[src/rtl/tablero_score_ctrl_pkg.sv]
// Shared types and constants for the tic-tac-toe board/score controller.
package tablero_pkg;

    localparam int CELLS         = 9;
    localparam int DEF_SCORE_W   = 4;
    localparam int DEF_MAX_SCORE = 9;

    typedef logic [3:0] cell_idx_t;

    typedef enum logic {
        PLAYER_X = 1'b0,
        PLAYER_O = 1'b1
    } player_t;

    // Callers only pass vectors already known to be one-hot.
    function automatic cell_idx_t onehot_to_idx(input logic [CELLS-1:0] v);
        cell_idx_t idx;
        idx = '0;
        for (int i = 0; i < CELLS; i++) begin
            if (v[i]) idx = cell_idx_t'(i);
        end
        return idx;
    endfunction

endpackage

[src/rtl/tablero_score_ctrl_score_counter.sv]
// Single score digit: rising-edge detect on a level input, synchronous clear,
// saturating increment.
module score_counter
    import tablero_pkg::*;
#(
    parameter int SCORE_W   = DEF_SCORE_W,
    parameter int MAX_SCORE = DEF_MAX_SCORE
) (
    input  logic               clk_100MHz,
    input  logic               reset,
    input  logic               clear,
    input  logic               inc,
    output logic [SCORE_W-1:0] score
);

    logic prev;

    always_ff @(posedge clk_100MHz) begin
        if (reset) begin
            prev  <= 1'b0;
            score <= '0;
        end else begin
            // History always follows the input so an edge swallowed by clear is not replayed.
            prev <= inc;
            if (clear)
                score <= '0;
            else if (inc && !prev && score != SCORE_W'(MAX_SCORE))
                score <= score + 1'b1;
        end
    end

endmodule

[src/rtl/tablero_score_ctrl.sv]
// Board occupancy, move counter and scoreboard for the tic-tac-toe game FSM.
// Optional move undo LIFO enabled by defining TABLERO_UNDO_EN.
module tablero_score_ctrl
    import tablero_pkg::*;
#(
    parameter int SCORE_W   = DEF_SCORE_W,
    parameter int MAX_SCORE = DEF_MAX_SCORE
) (
    input  logic               clk_100MHz,
    input  logic               reset,
    input  logic [CELLS-1:0]   almacenar_x,
    input  logic [CELLS-1:0]   almacenar_o,
    input  logic               resetPosiciones,
    input  logic               resetScore,
    input  logic               inc_x_score,
    input  logic               inc_o_score,
    input  logic               inc_empate,
`ifdef TABLERO_UNDO_EN
    input  logic               deshacer,
`endif
    output logic [CELLS-1:0]   x,
    output logic [CELLS-1:0]   o,
    output logic [3:0]         move_count,
    output logic               board_full,
    output logic [SCORE_W-1:0] score_x,
    output logic [SCORE_W-1:0] score_o,
    output logic [SCORE_W-1:0] score_empate,
    output logic               illegal_move
);

    logic             req_x, req_o, req_any, one_hot, occupied, legal;
    logic [CELLS-1:0] req_vec;
    logic [CELLS-1:0] x_nxt, o_nxt;
    logic [3:0]       mc_nxt;
    logic             ill_nxt;

    assign req_x    = |almacenar_x;
    assign req_o    = |almacenar_o;
    assign req_any  = req_x | req_o;
    assign req_vec  = req_x ? almacenar_x : almacenar_o;
    assign one_hot  = (req_vec != '0) && ((req_vec & (req_vec - 1'b1)) == '0);
    assign occupied = |(req_vec & (x | o));
    assign legal    = (req_x ^ req_o) && one_hot && !occupied && (move_count != 4'(CELLS));

`ifdef TABLERO_UNDO_EN
    cell_idx_t stack_cell   [CELLS];
    player_t   stack_player [CELLS];
    logic [3:0] sp;
    logic [3:0] sp_top;
    cell_idx_t  top_cell;
    player_t    top_player;
    logic       push;

    assign sp_top     = sp - 1'b1;
    assign top_cell   = stack_cell[sp_top];
    assign top_player = stack_player[sp_top];
    assign push       = !resetPosiciones && !deshacer && req_any && legal;
`endif

    always_comb begin
        x_nxt   = x;
        o_nxt   = o;
        mc_nxt  = move_count;
        ill_nxt = 1'b0;
        if (resetPosiciones) begin
            x_nxt  = '0;
            o_nxt  = '0;
            mc_nxt = '0;
        end
`ifdef TABLERO_UNDO_EN
        else if (deshacer) begin
            if (sp != '0) begin
                if (top_player == PLAYER_O) o_nxt[top_cell] = 1'b0;
                else                        x_nxt[top_cell] = 1'b0;
                mc_nxt  = move_count - 1'b1;
                ill_nxt = req_any;
            end else begin
                ill_nxt = 1'b1;
            end
        end
`endif
        else if (req_any) begin
            if (legal) begin
                x_nxt  = x | almacenar_x;
                o_nxt  = o | almacenar_o;
                mc_nxt = move_count + 1'b1;
            end else begin
                ill_nxt = 1'b1;
            end
        end
    end

    always_ff @(posedge clk_100MHz) begin
        if (reset) begin
            x            <= '0;
            o            <= '0;
            move_count   <= '0;
            board_full   <= 1'b0;
            illegal_move <= 1'b0;
        end else begin
            x            <= x_nxt;
            o            <= o_nxt;
            move_count   <= mc_nxt;
            board_full   <= (mc_nxt == 4'(CELLS));
            illegal_move <= ill_nxt;
        end
    end

`ifdef TABLERO_UNDO_EN
    always_ff @(posedge clk_100MHz) begin
        if (reset || resetPosiciones)
            sp <= '0;
        else if (deshacer) begin
            if (sp != '0) sp <= sp_top;
        end else if (push)
            sp <= sp + 1'b1;
    end

    // Entries above sp are don't-care, so the storage itself needs no reset.
    always_ff @(posedge clk_100MHz) begin
        if (push) begin
            stack_cell[sp]   <= onehot_to_idx(req_vec);
            stack_player[sp] <= req_x ? PLAYER_X : PLAYER_O;
        end
    end
`endif

    score_counter #(.SCORE_W(SCORE_W), .MAX_SCORE(MAX_SCORE)) u_score_x (
        .clk_100MHz (clk_100MHz),
        .reset      (reset),
        .clear      (resetScore),
        .inc        (inc_x_score),
        .score      (score_x)
    );

    score_counter #(.SCORE_W(SCORE_W), .MAX_SCORE(MAX_SCORE)) u_score_o (
        .clk_100MHz (clk_100MHz),
        .reset      (reset),
        .clear      (resetScore),
        .inc        (inc_o_score),
        .score      (score_o)
    );

    score_counter #(.SCORE_W(SCORE_W), .MAX_SCORE(MAX_SCORE)) u_score_empate (
        .clk_100MHz (clk_100MHz),
        .reset      (reset),
        .clear      (resetScore),
        .inc        (inc_empate),
        .score      (score_empate)
    );

endmodule

[config.mk]
export PLATFORM = sky130hd
export DESIGN_NAME = tablero_score_ctrl
export DESIGN_NICKNAME = d
export VERILOG_FILES = /design/src/rtl/tablero_score_ctrl_pkg.sv /design/src/rtl/tablero_score_ctrl_score_counter.sv /design/src/rtl/tablero_score_ctrl.sv
export SDC_FILE = /design/constraint.sdc
export NUM_CORES = 1
export LEC_CHECK = 0
export CAP_MARGIN = 20
export CORE_MARGIN = 1
export CORE_UTILIZATION = 40
export CTS_BUF_LIST = sky130_fd_sc_hd__clkbuf_4 sky130_fd_sc_hd__clkbuf_8
export DETAILED_ROUTE_END_ITERATION = 12
export MAX_ROUTING_LAYER = met4
export PLACE_DENSITY = 0.71
export SLEW_MARGIN = 0
export SYNTH_ARGS = -nofsm -noshare
export SYNTH_HDL_FRONTEND = slang
export SYNTH_SLANG_ARGS = --single-unit
[constraint.sdc]
create_clock -name clk_100MHz -period 5.7 [get_ports clk_100MHz]
set_clock_uncertainty 0.1 [all_clocks]
set_input_delay 1.14 -clock clk_100MHz [delete_from_list [all_inputs] [get_ports clk_100MHz]]
set_output_delay 1.14 -clock clk_100MHz [all_outputs]
set_load 0.005 [all_outputs]
# Yosys cells after proc, flatten, opt, wreduce, memory -nomap -nowiden
# Cells that the tools add are included.
# word_totals
reg_bits,39
in_bits,25
output_inout_bits,36
wordCells,57
# classes
add_sub_neg,5
eq_ne,5
mux,5
bitwise_logic,8
n_reduce_logical,23
# ops
operator,count
9-bit OR,3
9-bit OR reduction,3
9-bit bitwise AND,2
"4-bit by 1-bit adder with 4-bit output, second input constant",4
"4-bit != test, second input constant",4
4-bit 2-to-1 mux,3
1-bit logical AND,10
9-bit logical NOT,1
9-bit 2-to-1 mux,1
9-bit nonzero test,1
"9-bit by 1-bit subtractor with 9-bit output, second input constant",1
"4-bit equality test, second input constant",1
1-bit logical NOT,4
2-bit OR reduction,2
3-bit OR reduction,1
2-bit AND reduction,1
1-bit 2-to-1 mux,1
1-bit inverter,1
1-bit OR,1
1-bit XOR,1

# Longest topological paths before layout
# depth
word_depth,13
depth_mapped,12

# Cells and area by module
# A second synthesis with hierarchy kept.
# unflattened
cells_unflattened,238
hier_area_um2,2054.5
# modules_own_cells
module,n_inst,cells_each,area_per_inst_um2,seq_area_each_um2
tablero_score_ctrl,1,160,1330.0,480.5
score_counter,3,26,241.5,100.1

# Least setup slack after synthesis
# No wires, ideal clock.
# synth_timing
path_kind,input to register
startpoint,in almacenar_o[0]
endpoint,reg move_count[3]
setup_time_ns,0.128
arrival_time_ns,3.404
required_time_ns,5.472
setup_slack_ns,2.068
cell_stages,12
path_cell_list,or4_4 -> or4_4 -> nor3_1 -> ha_1 -> o2111ai_1 -> nor2_1 -> o2111ai_1 -> and4b_1 -> buf_6 -> nand4_1 -> xor2_1 -> nor2_1
# synth_between
elab_chain_len,11
elab_cells_between_ends,18
classes_between,add/sub (1); mux (4); bitwise (4); reduce/logical (9)
# synth_rtl
element,line_no,text
from (decl),tablero_score_ctrl.sv:12,"input logic [CELLS-1:0] almacenar_o,"
9-bit 2-to-1 mux,tablero_score_ctrl.sv:40,assign req_vec = req_x ? almacenar_x : almacenar_o;
9-bit by 1-bit subtractor with 9-bit output,tablero_score_ctrl.sv:41,assign one_hot = (req_vec != '0) && ((req_vec & (req_vec - 1'b1)) == '0);
9-bit bitwise AND,tablero_score_ctrl.sv:41,
9-bit logical NOT,tablero_score_ctrl.sv:41,
1-bit logical AND,tablero_score_ctrl.sv:41,
1-bit logical AND (3 in series),tablero_score_ctrl.sv:43,assign legal = (req_x ^ req_o) && one_hot && !occupied && (move_count != 4'(CELLS));
4-bit 2-to-1 mux,tablero_score_ctrl.sv:83,if (legal) begin
4-bit 2-to-1 mux *,tablero_score_ctrl.sv:82,else if (req_any) begin
4-bit 2-to-1 mux *,tablero_score_ctrl.sv:65,if (resetPosiciones) begin
to (signal assigned),tablero_score_ctrl.sv:103,move_count <= mc_nxt;
to (decl),tablero_score_ctrl.sv:23,"output logic [3:0] move_count,"
# Every way passes the cells marked *; elsewhere a longest branch is shown, timed or not.
# A chain may end at the register's enable or synchronous reset.

# Final worst setup path
# layout_timing
startpoint,in almacenar_o[1]
endpoint,reg board_full
# layout_between
elab_chain_len,12
elab_cells_between_ends,19
classes_between,add/sub (1); eq/ne (1); mux (4); bitwise (4); reduce/logical (9)
# layout_rtl
element,line_no,text
9-bit 2-to-1 mux,tablero_score_ctrl.sv:40,
9-bit by 1-bit subtractor with 9-bit output,tablero_score_ctrl.sv:41,
9-bit bitwise AND,tablero_score_ctrl.sv:41,
9-bit logical NOT,tablero_score_ctrl.sv:41,
1-bit logical AND,tablero_score_ctrl.sv:41,
1-bit logical AND (3 in series),tablero_score_ctrl.sv:43,
4-bit 2-to-1 mux,tablero_score_ctrl.sv:83,
4-bit 2-to-1 mux *,tablero_score_ctrl.sv:82,
4-bit 2-to-1 mux *,tablero_score_ctrl.sv:65,
4-bit equality test *,tablero_score_ctrl.sv:104,board_full <= (mc_nxt == 4'(CELLS));
to (signal assigned),tablero_score_ctrl.sv:104,
to (decl),tablero_score_ctrl.sv:24,"output logic board_full,"
# Marked as above.

==> flow_summary.yaml <==
status:
  status: "completed"
layout:
  area_delta_synth_final_pct: 38.6
  design_area_mm2: 0.00268
  final_cells: 340
  fin_nets: 321
  antennaDiodeCount: 0
  final_util: 0.595
  drive_gt1_frac: 0.0625
power:
  fin_total_pwr_uw: 573
  seq_power_share: 0.486
  p_switching_uw: 137
  internal-power_uw: 436
  p_per_area_mw_per_mm2: 214
  power_frac_clock: 0.413
  p_leak_nw: 0.916
  peakVddDrop_v: 0.000117
  pwr-share-comb: 0.100
  switching_share: 0.239
detailed_routing:
  routed_wl_um: 4630
  wl_per_cell_um: 13.6
  viasPerCell: 5.40
  ant_nets: 0
  route.vias.total: 1837
  first_iter_violations: 183
  first_pass_iters: 4
  drc: 0
sta:
  whs_ns: 0.400
  setup_violations: 0
  min_period_ns: 4.38
  fmax_mhz: 228
  worst_slack_ns: 1.32
  worst_pin_slew_ns: 0.686
  final-hold-violation-count: 0
  relSlewSlack: 0.540
  slew_viol_final: 0
  setup-tns-final_ns: 0
  rsz0062_at_grt: "no"
  period_share: 0.768
synthesis:
  yosysWarnings: 0
  synth-seq-cells: 39
  synth_compound_gate_area_share: 0.188
  yosys.area_share.simple: 0.243
  synthAdderAreaFrac: 0.0583
  synth_edf_count: 0
  yosysSeqAreaShare: 0.404
  synthMuxAreaShare: 0.00518
  yosysUniqueCellTypes: 43
  synth_top_family_by_area: "simple AND/OR/NAND/NOR gates"
  async_flop_share: 0
  synth_xor_area_frac: 0.0589
  syn_inst: 226
  synth_fp_nets: 260
  post_synth.cell_area_avg_um2: 8.55
  yosys_most_used_dff: "dfxtp_1"
  synth_area_mm2: 0.00193
cts:
  clockBufferDepth: 2
  cts_buffers: 5
  path_clk_slew_ns: 0.08
  cts_resized: 0
  cts_tree: "yes"
  clk_latency_ns: 0.30
  hold_buffers: 0
  postCtsSetupRepairBufs: 0
  clock-sinks: 39
  cts_max_level: 2
  root_buffer: "clkbuf_8"
critical_path:
  path_max_fanout: 15
  crit_family: "simple AND/OR/NAND/NOR gates"
  worstSetupPathType: "input pin to flip-flop"
  cp.arrival_ns: 4.50
  worst_ep_required_time_ns: 5.82
  start_kind: "input pin"
  cp.buffers_inverters: 1
  cp_cell_sequence: "clkdlybuf4s50_1 -> or4_4 -> or4_4 -> nor3_1 -> ha_1 -> o2111ai_1 -> nor2_1 -> o2111ai_1 -> and4b_1 -> nand4_1 -> xor2_1 -> a211oi_2"
  end_kind: "flip-flop"
  slowest_delay_ns: 0.70
  slowest_stage: "and4b_1"
die:
  die_w_um: 71.5
  num_rows: 24
  fp.dieH_um: 71.5
  initial_utilization: 0.429
  die_area_mm2: 0.00512
  core_mm2: 0.00450
  io_pins: 61
global_routing:
  overflow: 0
  antenna_found_initial: 0
  grt_pass1_vias: 1717
  grt_pass1_wl_um: 7800
  grt_max_degree: 25
  grt_usage: 0.198
run:
  drv_cap: 0
placed_design:
  place_congestion: 0.901
  pre_cts_slack_ns: 1.03
  hpwl_um: 3410
  place_area_mm2: 0.00256
  port_buffers: 60
  dpl.cell_count: 332
min_path:
  hp-class: "flip-flop to flip-flop"
-- synth_stat cells (2+ instances only) --
master	n	area (µm²)
o21ai_0	11	55.1
xnor2_1	6	52.6
nand2_1	11	41.3
xor2_1	7	61.3
nand2b_1	2	12.5
buf_6	2	22.5
o211ai_1	3	22.5
o2111ai_1	2	17.5
a211oi_1	4	30.0
dfxtp_1	39	781
a311oi_1	2	17.5
a41oi_1	3	26.3
nor3_1	5	25.0
a21oi_1	20	100
or2_2	2	12.5
nor2b_1	2	12.5
ha_1	9	113
nand3_1	2	10.0
nor4_1	2	12.5
nor3b_1	3	22.5
nor2_1	46	173
inv_1	11	41.3
a31oi_1	2	12.5
clkbuf_1	4	15.0
or4_4	2	22.5
nand4_1	7	43.8
-- power by group through the flow --
stage / clock [mW] / combinational (mW) / sequential (mW)
after floorplan: 0 / 0.0222 / 0.285
final: 0.237 / 0.0574 / 0.279
after CTS: 0.243 / 0.0573 / 0.279
after global routing: 0.259 / 0.0631 / 0.279
after global placement: 0 / 0.0569 / 0.285
after detailed placement: 0 / 0.0570 / 0.285
-- registers in the layout, indices dropped and copies added (netlist names) --
register and count:
u_score_x.prev 1, board_full 1, illegal_move 1, x 9, u_score_x.score 4, u_score_o.score 4
u_score_o.prev 1, u_score_empate.prev 1, o 9, move_count 4, u_score_empate.score 4
-- cells by family after synthesis --
logic type / after synthesis
flip-flops: 39
AO/OA/AOI/OAI: 56
XOR/XNOR: 13
multiplexers: 1
AND/OR/NAND/NOR: 90
adder cells (fa/ha/maj): 9
buffers and inverters: 18
-- placed cells by master, fill, tap and decap left out, types with 2 or more instances in the layout --
| cell | Yosys | routed |
|---|---|---|
| a211oi_1 | 4 | 4 |
| dfxtp_1 | 39 | 39 |
| nor4_1 | 2 | 2 |
| clkdlybuf4s50_1 | 0 | 60 |
| a311oi_1 | 2 | 2 |
| o211ai_1 | 3 | 3 |
| inv_1 | 11 | 11 |
| o21ai_0 | 11 | 11 |
| nand2_1 | 11 | 11 |
| xor2_1 | 7 | 7 |
| a31oi_1 | 2 | 2 |
| clkbuf_8 | 0 | 5 |
| nor3b_1 | 3 | 3 |
| or4_4 | 2 | 2 |
| nand2b_1 | 2 | 2 |
| ha_1 | 9 | 9 |
| nor3_1 | 5 | 5 |
| nor2_1 | 46 | 46 |
| nor2b_1 | 2 | 2 |
| xnor2_1 | 6 | 6 |
| nand4_1 | 7 | 7 |
| nand3_1 | 2 | 2 |
| a21oi_1 | 20 | 20 |
| o2111ai_1 | 2 | 2 |
| a41oi_1 | 3 | 3 |
| or2_2 | 2 | 2 |
-- layer usage --
metal  share of wire  track usage  vias up
met4           0.022       0.0850        0
li1                -            -      924
met5               0            -        -
met1            0.48        0.250      826
met3           0.068       0.0549       14
met2            0.43        0.299       73
-- final cells by class --
class | count | area (µm²)
Sequential cell | 39 | 781
Multi-Input combinational cell | 169 | 1070
Tap cell | 52 | 65.1
Clock inverter | 3 | 46.3
Inverter | 11 | 41.3
Timing Repair Buffer | 61 | 608
Clock buffer | 5 | 68.8
Fill cell | 417 | 1830
-- worst paths after layout --
path	start	to	slack (ns)	depth (start not counted)
max	almacenar_o[1]	board_full	1.32	12
min	o[4]	o[4]	0.40	2
max reg2reg	move_count[1]	board_full	3.18	10
min reg2reg	o[4]	o[4]	0.40	2
-- worst register-to-register path: stages (launching register included) --
cell,delay [ns]
dfxtp_1,0.45
inv_1,0.09
ha_1,0.18
nand2_1,0.07
o2111ai_1,0.10
nor2_1,0.10
o2111ai_1,0.12
and4b_1,0.70
nand4_1,0.19
xor2_1,0.19
a211oi_2,0.15
(Power assumes the default switching activity.)
